File: config.mk
export PLATFORM = sky130hd
export DESIGN_NAME = dmem_port_arbiter_flat
export DESIGN_NICKNAME = d
export VERILOG_FILES = /design/src/rtl/dmem_port_arbiter_pkg.sv /design/src/rtl/dmem_port_arbiter_if.sv /design/src/rtl/dmem_port_arbiter_rr_arb2.sv /design/src/rtl/dmem_port_arbiter.sv /design/src/flat_wrapper.sv
export SDC_FILE = /design/constraint.sdc
export NUM_CORES = 1
export LEC_CHECK = 0
export ABC_CLOCK_PERIOD_IN_PS = 4100
export CAP_MARGIN = 5
export CORE_MARGIN = 4
export CORE_UTILIZATION = 44
export CTS_BUF_LIST = sky130_fd_sc_hd__clkbuf_8
export CTS_CLUSTER_SIZE = 20
export DETAILED_ROUTE_END_ITERATION = 8
export HOLD_SLACK_MARGIN = 0.08
export PLACE_DENSITY = 0.88
export SYNTH_ARGS = -nofsm -noshare
export SYNTH_HDL_FRONTEND = slang
export SYNTH_SLANG_ARGS = --single-unit
File: constraint.sdc
create_clock -name Clock -period 4.1 [get_ports Clock]
set_input_delay 0.82 -clock Clock [delete_from_list [all_inputs] [get_ports Clock]]
set_output_delay 0.82 -clock Clock [all_outputs]
set_load 0.02 [all_outputs]
File: src/rtl/dmem_port_arbiter_pkg.sv
// Shared types and constants for the data-memory port arbiter.
// State encoding and requester port identifiers used by the arbiter and its selector.
package dmem_arb_pkg;

    typedef enum logic [1:0] {
        ARB_IDLE,
        ARB_ACCESS,
        ARB_RD_WAIT,
        ARB_RESP
    } arb_state_t;

    // Port 0 is the Control_Unit LOAD/STORE path, port 1 the program/debug loader.
    localparam logic PORT_CU  = 1'b0;
    localparam logic PORT_LDR = 1'b1;

endpackage

File: src/rtl/dmem_port_arbiter_if.sv
// Bundle of the two requester ports and the data-memory pins around the arbiter.
// slave = arbiter side; master = requesters plus the memory that answers D_RDATA.
interface dmem_port_arbiter_if #(
    parameter int ADDR_W = 8,
    parameter int DATA_W = 16
);

    logic              REQ0;
    logic              WE0;
    logic [ADDR_W-1:0] ADDR0;
    logic [DATA_W-1:0] WDATA0;
    logic              GNT0;
    logic              RVALID0;

    logic              REQ1;
    logic              WE1;
    logic [ADDR_W-1:0] ADDR1;
    logic [DATA_W-1:0] WDATA1;
    logic              GNT1;
    logic              RVALID1;

    logic [DATA_W-1:0] RDATA;
    logic [ADDR_W-1:0] D_ADDR;
    logic              D_WR;
    logic [DATA_W-1:0] D_WDATA;
    logic [DATA_W-1:0] D_RDATA;
    logic              BUSY;

    modport slave (
        input  REQ0, WE0, ADDR0, WDATA0,
        input  REQ1, WE1, ADDR1, WDATA1,
        input  D_RDATA,
        output GNT0, RVALID0, GNT1, RVALID1,
        output RDATA, D_ADDR, D_WR, D_WDATA, BUSY
    );

    modport master (
        output REQ0, WE0, ADDR0, WDATA0,
        output REQ1, WE1, ADDR1, WDATA1,
        output D_RDATA,
        input  GNT0, RVALID0, GNT1, RVALID1,
        input  RDATA, D_ADDR, D_WR, D_WDATA, BUSY
    );

endinterface

File: src/rtl/dmem_port_arbiter_rr_arb2.sv
// Two-way round-robin selector: combinational winner, registered priority pointer.
// The pointer flips to the other port on every accepted grant.
module rr_arb2
    import dmem_arb_pkg::*;
(
    input  logic Clock,
    input  logic Reset,
    input  logic req0,
    input  logic req1,
    input  logic advance,
    output logic winner,
    output logic any_req
);

    logic rr_ptr;

    // NOTE: every combinational output gets a default first so no path infers a latch.
    always_comb begin
        any_req = req0 | req1;
        winner  = PORT_CU;
        if (req0 && req1) begin
            winner = rr_ptr;
        end else if (req1) begin
            winner = PORT_LDR;
        end
    end

    // NOTE: sequential state uses non-blocking assignments so all flops update together.
    always_ff @(posedge Clock or posedge Reset) begin
        if (Reset) begin
            rr_ptr <= PORT_CU;
        end else if (advance) begin
            rr_ptr <= ~winner;
        end
    end

endmodule

File: src/rtl/dmem_port_arbiter.sv
// Shares the single-port data memory between the Control_Unit and the loader.
// One transaction in flight; reads return on a registered RDATA after RD_LAT cycles.
module dmem_port_arbiter
    import dmem_arb_pkg::*;
#(
    parameter int ADDR_W = 8,
    parameter int DATA_W = 16,
    parameter int RD_LAT = 1
) (
    input logic                Clock,
    input logic                Reset,
    dmem_port_arbiter_if.slave bus
);

    localparam int CNT_W = $clog2(RD_LAT + 1);

    arb_state_t        state;
    arb_state_t        state_nxt;
    logic              winner;
    logic              any_req;
    logic              advance;
    logic              rd_last;
    logic              lat_we;
    logic              lat_port;
    logic [ADDR_W-1:0] lat_addr;
    logic [DATA_W-1:0] lat_data;
    logic [DATA_W-1:0] rdata_q;
    logic [CNT_W-1:0]  rd_cnt;

    // Requests are only looked at while idle; anything raised mid-transaction waits.
    assign advance = (state == ARB_IDLE) && any_req;
    assign rd_last = (state == ARB_RD_WAIT) && (rd_cnt == '0);

    rr_arb2 u_rr_arb2 (
        .Clock   (Clock),
        .Reset   (Reset),
        .req0    (bus.REQ0),
        .req1    (bus.REQ1),
        .advance (advance),
        .winner  (winner),
        .any_req (any_req)
    );

    always_ff @(posedge Clock or posedge Reset) begin
        if (Reset) begin
            state <= ARB_IDLE;
        end else begin
            state <= state_nxt;
        end
    end

    always_comb begin
        state_nxt = state;
        unique case (state)
            ARB_IDLE:    if (any_req) state_nxt = ARB_ACCESS;
            ARB_ACCESS:  state_nxt = lat_we ? ARB_IDLE : ARB_RD_WAIT;
            ARB_RD_WAIT: if (rd_cnt == '0) state_nxt = ARB_RESP;
            ARB_RESP:    state_nxt = ARB_IDLE;
            default:     state_nxt = ARB_IDLE;
        endcase
    end

    // Winner's command is frozen at the grant edge; D_ADDR/D_WDATA hold it until the next grant.
    always_ff @(posedge Clock or posedge Reset) begin
        if (Reset) begin
            lat_we   <= 1'b0;
            lat_port <= PORT_CU;
            lat_addr <= '0;
            lat_data <= '0;
        end else if (advance) begin
            lat_port <= winner;
            lat_we   <= (winner == PORT_LDR) ? bus.WE1    : bus.WE0;
            lat_addr <= (winner == PORT_LDR) ? bus.ADDR1  : bus.ADDR0;
            lat_data <= (winner == PORT_LDR) ? bus.WDATA1 : bus.WDATA0;
        end
    end

    // RD_WAIT lasts RD_LAT cycles; the count is reloaded at every ACCESS.
    always_ff @(posedge Clock or posedge Reset) begin
        if (Reset) begin
            rd_cnt <= '0;
        end else if (state == ARB_ACCESS) begin
            rd_cnt <= CNT_W'(RD_LAT - 1);
        end else if ((state == ARB_RD_WAIT) && (rd_cnt != '0)) begin
            rd_cnt <= rd_cnt - CNT_W'(1);
        end
    end

    always_ff @(posedge Clock or posedge Reset) begin
        if (Reset) begin
            rdata_q <= '0;
        end else if (rd_last) begin
            rdata_q <= bus.D_RDATA;
        end
    end

    // Decoded straight from state so a reset pulls them low without waiting for a clock.
    assign bus.GNT0    = (state == ARB_ACCESS) && (lat_port == PORT_CU);
    assign bus.GNT1    = (state == ARB_ACCESS) && (lat_port == PORT_LDR);
    assign bus.RVALID0 = (state == ARB_RESP)   && (lat_port == PORT_CU);
    assign bus.RVALID1 = (state == ARB_RESP)   && (lat_port == PORT_LDR);
    assign bus.D_WR    = (state == ARB_ACCESS) && lat_we;
    assign bus.D_ADDR  = lat_addr;
    assign bus.D_WDATA = lat_data;
    assign bus.RDATA   = rdata_q;
    assign bus.BUSY    = (state != ARB_IDLE);

endmodule

File: src/flat_wrapper.sv
// flat-port wrapper written by rule: the top's interface ports become plain ports
module dmem_port_arbiter_flat import dmem_arb_pkg::*;
#(
    parameter int ADDR_W = 8,
    parameter int DATA_W = 16,
    parameter int RD_LAT = 1
)
  (Clock, Reset, bus_REQ0, bus_WE0, bus_ADDR0, bus_WDATA0, bus_REQ1, bus_WE1, bus_ADDR1, bus_WDATA1, bus_D_RDATA, bus_GNT0, bus_RVALID0, bus_GNT1, bus_RVALID1, bus_RDATA, bus_D_ADDR, bus_D_WR, bus_D_WDATA, bus_BUSY);
  dmem_port_arbiter_if #(.ADDR_W(ADDR_W), .DATA_W(DATA_W)) bus_i ();
  input logic Clock;
  input logic Reset;
  input wire logic [$bits(bus_i.REQ0)-1:0] bus_REQ0;
  input wire logic [$bits(bus_i.WE0)-1:0] bus_WE0;
  input wire logic [$bits(bus_i.ADDR0)-1:0] bus_ADDR0;
  input wire logic [$bits(bus_i.WDATA0)-1:0] bus_WDATA0;
  input wire logic [$bits(bus_i.REQ1)-1:0] bus_REQ1;
  input wire logic [$bits(bus_i.WE1)-1:0] bus_WE1;
  input wire logic [$bits(bus_i.ADDR1)-1:0] bus_ADDR1;
  input wire logic [$bits(bus_i.WDATA1)-1:0] bus_WDATA1;
  input wire logic [$bits(bus_i.D_RDATA)-1:0] bus_D_RDATA;
  output wire logic [$bits(bus_i.GNT0)-1:0] bus_GNT0;
  output wire logic [$bits(bus_i.RVALID0)-1:0] bus_RVALID0;
  output wire logic [$bits(bus_i.GNT1)-1:0] bus_GNT1;
  output wire logic [$bits(bus_i.RVALID1)-1:0] bus_RVALID1;
  output wire logic [$bits(bus_i.RDATA)-1:0] bus_RDATA;
  output wire logic [$bits(bus_i.D_ADDR)-1:0] bus_D_ADDR;
  output wire logic [$bits(bus_i.D_WR)-1:0] bus_D_WR;
  output wire logic [$bits(bus_i.D_WDATA)-1:0] bus_D_WDATA;
  output wire logic [$bits(bus_i.BUSY)-1:0] bus_BUSY;
  assign bus_i.REQ0 = bus_REQ0;
  assign bus_i.WE0 = bus_WE0;
  assign bus_i.ADDR0 = bus_ADDR0;
  assign bus_i.WDATA0 = bus_WDATA0;
  assign bus_i.REQ1 = bus_REQ1;
  assign bus_i.WE1 = bus_WE1;
  assign bus_i.ADDR1 = bus_ADDR1;
  assign bus_i.WDATA1 = bus_WDATA1;
  assign bus_i.D_RDATA = bus_D_RDATA;
  assign bus_GNT0 = bus_i.GNT0;
  assign bus_RVALID0 = bus_i.RVALID0;
  assign bus_GNT1 = bus_i.GNT1;
  assign bus_RVALID1 = bus_i.RVALID1;
  assign bus_RDATA = bus_i.RDATA;
  assign bus_D_ADDR = bus_i.D_ADDR;
  assign bus_D_WR = bus_i.D_WR;
  assign bus_D_WDATA = bus_i.D_WDATA;
  assign bus_BUSY = bus_i.BUSY;
  dmem_port_arbiter #(.ADDR_W(ADDR_W), .DATA_W(DATA_W), .RD_LAT(RD_LAT)) u_core (.Clock(Clock), .Reset(Reset), .bus(bus_i));
endmodule
==> results.cfg, run 1 <==
[global_routing]
grt_util_met1_pct = 24.9
use_met3_pct = 4.76
use_met2_pct = 33.1
antenna_found_initial = 0
overflow = 0
grt_pass1_vias = 2024
grtUsageTotal_pct = 19.4
busiest_layer = met2
grt_start_max_net_pins = 47
grt_pass1_wl_um = 9650

[logic_synthesis]
synth-seq-area-share_pct = 51.4
async_flop_share_pct = 100
synth_top_area_share_pct = 51.4
syn-num-nets = 277
synth_top_family_by_area = compound AO/OA/AOI/OAI gates
syn_area_per_cell_um2 = 10.8
synth_xor_area_share_pct = 0
yosysMostFrequentCell = dfrtp_1
synth_cells = 207
ys_types = 22
synth_top_cells_by_count = dfrtp_1 (46), a21oi_1 (26), o21ai_0 (26), nand3_1 (25), a31oi_2 (19)
yosys_warnings = 0
synthFlopType = dfrtp_1
synth_mux_area_share_pct = 8.04
yosys.area_share.simple_pct = 9.66
synthTopCellsByArea = dfrtp_1 (51%), a31oi_2 (11%), a21oi_1 (5.8%)
synth_edf_count = 0
ys_seq_elements = 46
synth_area_um2 = 2240
yosys.area.top_type = dfrtp_1
synth_compound_area_share_pct = 24.9
synthAdderAreaFrac_pct = 0

[sta]
setup_viol = 0
slew_viol_final = 0
final.period_utilization_pct = 69.0
max_freq_mhz = 353
tightest_slew_ps = 943
skew_ps = 8.90
hold_violations = 0
fin_crit_ps = 2830
rsz0062_at_grt = no
setup_tns_ps = 0
slew_headroom_pct = 37.0

[route]
routed_wl_um = 6140
wire_per_inst_um = 16.2
drc = 0
first_pass_iters = 6
num_vias = 2016
ant_nets = 0
drt_iter0_drc = 116
via_per_inst = 5.33

[pwr]
leakage_nw = 1.33
powerDensity_nw_per_um2 = 738
ir_worst_vdd_mv = 0.351

[worst_setup_path]
cp.required_ps = 4250
critPathBufInv = 2
worstPathArrival_ps = 2980
worstPathMaxFanout = 28
crit_family = simple AND/OR/NAND/NOR gates
slowest_delay_ps = 730
cp-start-kind = input port
critPathSlowestCell = or2_1
cp_cell_sequence = clkdlybuf4s50_1 -> buf_4 -> or2_1 -> and2_4 -> a31oi_2
critPathCaptureType = register
critical_path_class = in -> reg

[floorplanning]
die-area_um2 = 6300
ios = 116
num_rows = 25
dieHeight_um = 79.3
coreArea_um2 = 4820
die_w_um = 79.3
start_util_pct = 46.5

[placed_design]
globalplace.congestion = 0.727
port_buffers = 115
dp_hpwl_um = 4400

[layout]
antennaDiodeCount = 0
utilization_pct = 72.4
drive_above_1_share_pct = 14.5
layout.nets = 381
area_growth_pct = 55.8

[outcome]
status = complete, no violations

[worst_hold_path]
hold_path_class = reg -> reg

[clocking]
cts_resized = 0
insertion_delay_ps = 290
clk_pin_slew_worst_paths_ps = 80
cts_sinks = 46
cts_tree = done
clock_path_buffers = 2
post_cts_buffers = 0
ctsRootBufferMaster = clkbuf_8
cts_buffers = 5
cts_hold_buffers = 0
htreeDepth = 2

[run]
drv_cap = 0
cells in the final DEF, fill, tap and decap left out:
cell type        count
a31oi_2             19
o32ai_2              1
and2_4               1
mux2_1               5
mux2_2              11
nor2_1               5
inv_1                3
and2b_1              1
nor2_2               1
inv_2                2
nand2b_1             3
dfrtp_1             46
o21ai_0             26
clkbuf_8             6
and3_1               1
clkdlybuf4s50_1    115
or2_1                2
bufinv_16            1
nand2_1              1
nor2_4               1
nand3_1             25
buf_4                2
a21oi_1             26
a31oi_1              7
layer usage:
layer / share of wire [%] / routed length, um
met5: 0 / 0
met4: 0.83 / 51
met1: 42 / 2570
met2: 50 / 3050
met3: 7.5 / 463
power breakdown:
group          switching [mW]  internal (mW)  total [mW]  leakage (nW)
Combinational           0.737          0.689        1.43         0.747
Clock                   0.143          0.195       0.338        0.0573
Sequential              0.129          0.682       0.810         0.530
Total                    1.01           1.57        2.57          1.33
logic make-up after synthesis:
family                 count (synthesis)
AO/OA/AOI/OAI                         79
flip-flops                            46
AND/OR/NAND/NOR                       41
buffers and inverters                 25
multiplexers                          16
metrics by stage:
step | hold WS, ps | setup slack (ps) | std cells | power (mW) | area (um2)
6_report | 493 | 1270 | 378 | 2.57 | 3490
5_1_grt | 523 | 1130 | 378 | 2.72 | 3490
4_1_cts | 496 | 1280 | 378 | 2.59 | 3490
3_5_place_dp | 477 | 975 | 371 | 2.25 | 3380
3_3_place_gp | 469 | 1030 | 371 | 2.21 | 3380
2_1_floorplan | 461 | 2190 | 207 | 1.65 | 2240
worst paths after layout:
path,startpoint,endpoint,slack [ps],cells after the start
setup / recovery,bus_REQ1,u_core.bus.D_ADDR[6],1270,5
hold / removal,u_core.bus.RDATA[2],u_core.bus.RDATA[2],490,1
setup reg to reg,u_core.u_rr_arb2.rr_ptr,u_core.bus.D_WDATA[1],2450,3
hold reg to reg,u_core.bus.RDATA[2],u_core.bus.RDATA[2],490,1
max in group asynchronous,Reset,u_core.bus.D_WDATA[8],2460,2
min in group asynchronous,Reset,u_core.bus.RDATA[0],1060,2
registers in the layout (all words and copies together) (netlist names), named ones only:
name and count:
u_core.u_rr_arb2.rr_ptr 1, u_core.bus.RDATA 16, u_core.state 1, u_core.bus.D_ADDR 8, u_core.rd_cnt 1, u_core.lat_we 1, u_core.bus.D_WDATA 16, u_core.lat_port 1
area by class of cell:
class | instances | area, um2
timing repair buffer | 117 | 1170
sequential | 46 | 1150
inverter | 5 | 18.8
tap | 67 | 83.8
fill | 380 | 1330
clock inverter | 1 | 30.0
clock buffer | 6 | 82.6
multi-input combinational | 136 | 957
No activity file was read; power rests on OpenSTA's default activity.
==> run 2: changes to the inputs <==
- ABC_CLOCK_PERIOD_IN_PS: 4100 -> 2600
- CORE_UTILIZATION: 44 -> 37
- PLACE_DENSITY: 0.88 -> 0.79
- clock period: 4.1 -> 2.6 ns (I/O delays scaled with it)
==> results.cfg, run 2 (synthesized netlist as in run 1, its figures left out) <==
[sta]
final.period_utilization_pct = 84.5
tightest_slew_ps = 651
fin_crit_ps = 2200
rsz0062_at_grt = no
max_freq_mhz = 455
hold_violations = 0
setup_tns_ps = 0
setup_viol = 0
slew_viol_final = 0
slew_headroom_pct = 56.5
skew_ps = 10.4

[clocking]
post_cts_buffers = 0
cts_buffers = 5
ctsRootBufferMaster = clkbuf_8
cts_sinks = 46
clk_pin_slew_worst_paths_ps = 80
cts_tree = done
cts_hold_buffers = 0
htreeDepth = 2
insertion_delay_ps = 290
clock_path_buffers = 2
cts_resized = 0

[layout]
design_area_um2 = 3530
final_common_cell = clkdlybuf4s50_1
drive_above_1_share_pct = 16.3
antennaDiodeCount = 0
area_growth_pct = 57.7
final_cell_mix = clkdlybuf4s50_1 (115), dfrtp_1 (46), o21ai_0 (26), a21oi_1 (26), nand3_1 (25)
layout.nets = 388

[worst_setup_path]
critical_path_class = reg -> out
critPathBufInv = 1
critPathCaptureType = output pin
crit_family = buffers and inverters
worstPathArrival_ps = 1680
critPathSlowestCell = clkdlybuf4s50_1
worstPathMaxFanout = 5
cp.required_ps = 2080
cp_cell_sequence = nand2b_1 -> nor2_1 -> clkdlybuf4s50_1
slowest_delay_ps = 620
cp-start-kind = register

[global_routing]
antenna_found_initial = 0
grt_pass1_vias = 2058
grtUsageTotal_pct = 17.2
grt_start_max_net_pins = 33
grt_pass1_wl_um = 10100
overflow = 0

[pwr]
pwr-share-seq_pct = 32.2
leakage_nw = 1.36
swShare_pct = 40.0
powerDensity_nw_per_um2 = 1130
p_int_mw = 2.39
combPwrFrac_pct = 57.0
power_switching_mw = 1.60
clockPowerShare_pct = 10.8
ir_worst_vdd_mv = 0.624

[route]
via_per_inst = 5.20
ant_nets = 0
wire_per_inst_um = 16.0
drt_iter0_drc = 102
drc = 0
num_vias = 2048
first_pass_iters = 5
routed_wl_um = 6320

[placed_design]
globalplace.congestion = 0.725
dpl_cell_area_um2 = 3440
dp_hpwl_um = 4650
port_buffers = 115

[floorplanning]
die-area_um2 = 7360
die_w_um = 85.8
num_rows = 28
coreArea_um2 = 5890
ios = 116
start_util_pct = 38.1
dieHeight_um = 85.8

[worst_hold_path]
hold_path_class = reg -> reg

[run]
drv_cap = 0

[outcome]
status = complete, no violations
-- run 2: final timing paths --
check | from | to | slack, ps | cells past startpoint
worst min-delay path | u_core.bus.RDATA[8] | u_core.bus.RDATA[8] | 490 | 1
max in group asynchronous | Reset | u_core.bus.RDATA[1] | 1380 | 3
min in group asynchronous | Reset | u_core.lat_we | 640 | 2
worst max register to register | u_core.state[0] | u_core.bus.D_WDATA[13] | 960 | 4
worst max-delay path | register | bus_GNT0 | 400 | 3
worst min register to register | u_core.bus.RDATA[8] | u_core.bus.RDATA[8] | 490 | 1
-- run 2: layout make-up --
class                           count  area [um2]
Inverter                            5        18.8
Tap cell                           75        93.8
Sequential cell                    46        1150
Multi-Input combinational cell    136         957
Timing Repair Buffer              124        1220
Clock buffer                        6        82.6
Clock inverter                      2        8.76
Fill cell                         531        2350
-- run 2: through the flow --
step | hold WS [ps] | power, mW | utilization, % | worst slack [ps] | cells
5_1_grt | 515 | 4.24 | 60.0 | 317 | 394
6_report | 489 | 3.99 | 60.0 | 403 | 394
3_5_place_dp | 477 | 3.60 | 58.4 | 592 | 386
3_3_place_gp | 467 | 3.54 | 58.4 | 614 | 386
4_1_cts | 495 | 4.04 | 60.0 | 383 | 394
2_1_floorplan | 461 | 2.60 | - | 992 | 207
-- run 2: power groups by stage --
| stage | sequential [mW] | combinational (mW) | clock [mW] |
|---|---|---|---|
| global route | 1.33 | 2.44 | 0.473 |
| finish | 1.28 | 2.28 | 0.430 |
| floorplan | 1.65 | 0.942 | 0 |
| detailed placement | 1.29 | 2.30 | 0 |
| global placement | 1.28 | 2.26 | 0 |
| CTS | 1.29 | 2.30 | 0.445 |
-- run 2: layer usage --
metal	vias to the layer above	GRT usage [%]	share of wire, %
met4	0	5.18	1.3
met3	7	3.46	7.4
met2	85	29.3	51
met1	979	22.1	41
met5	-	0	0
li1	977	-	-
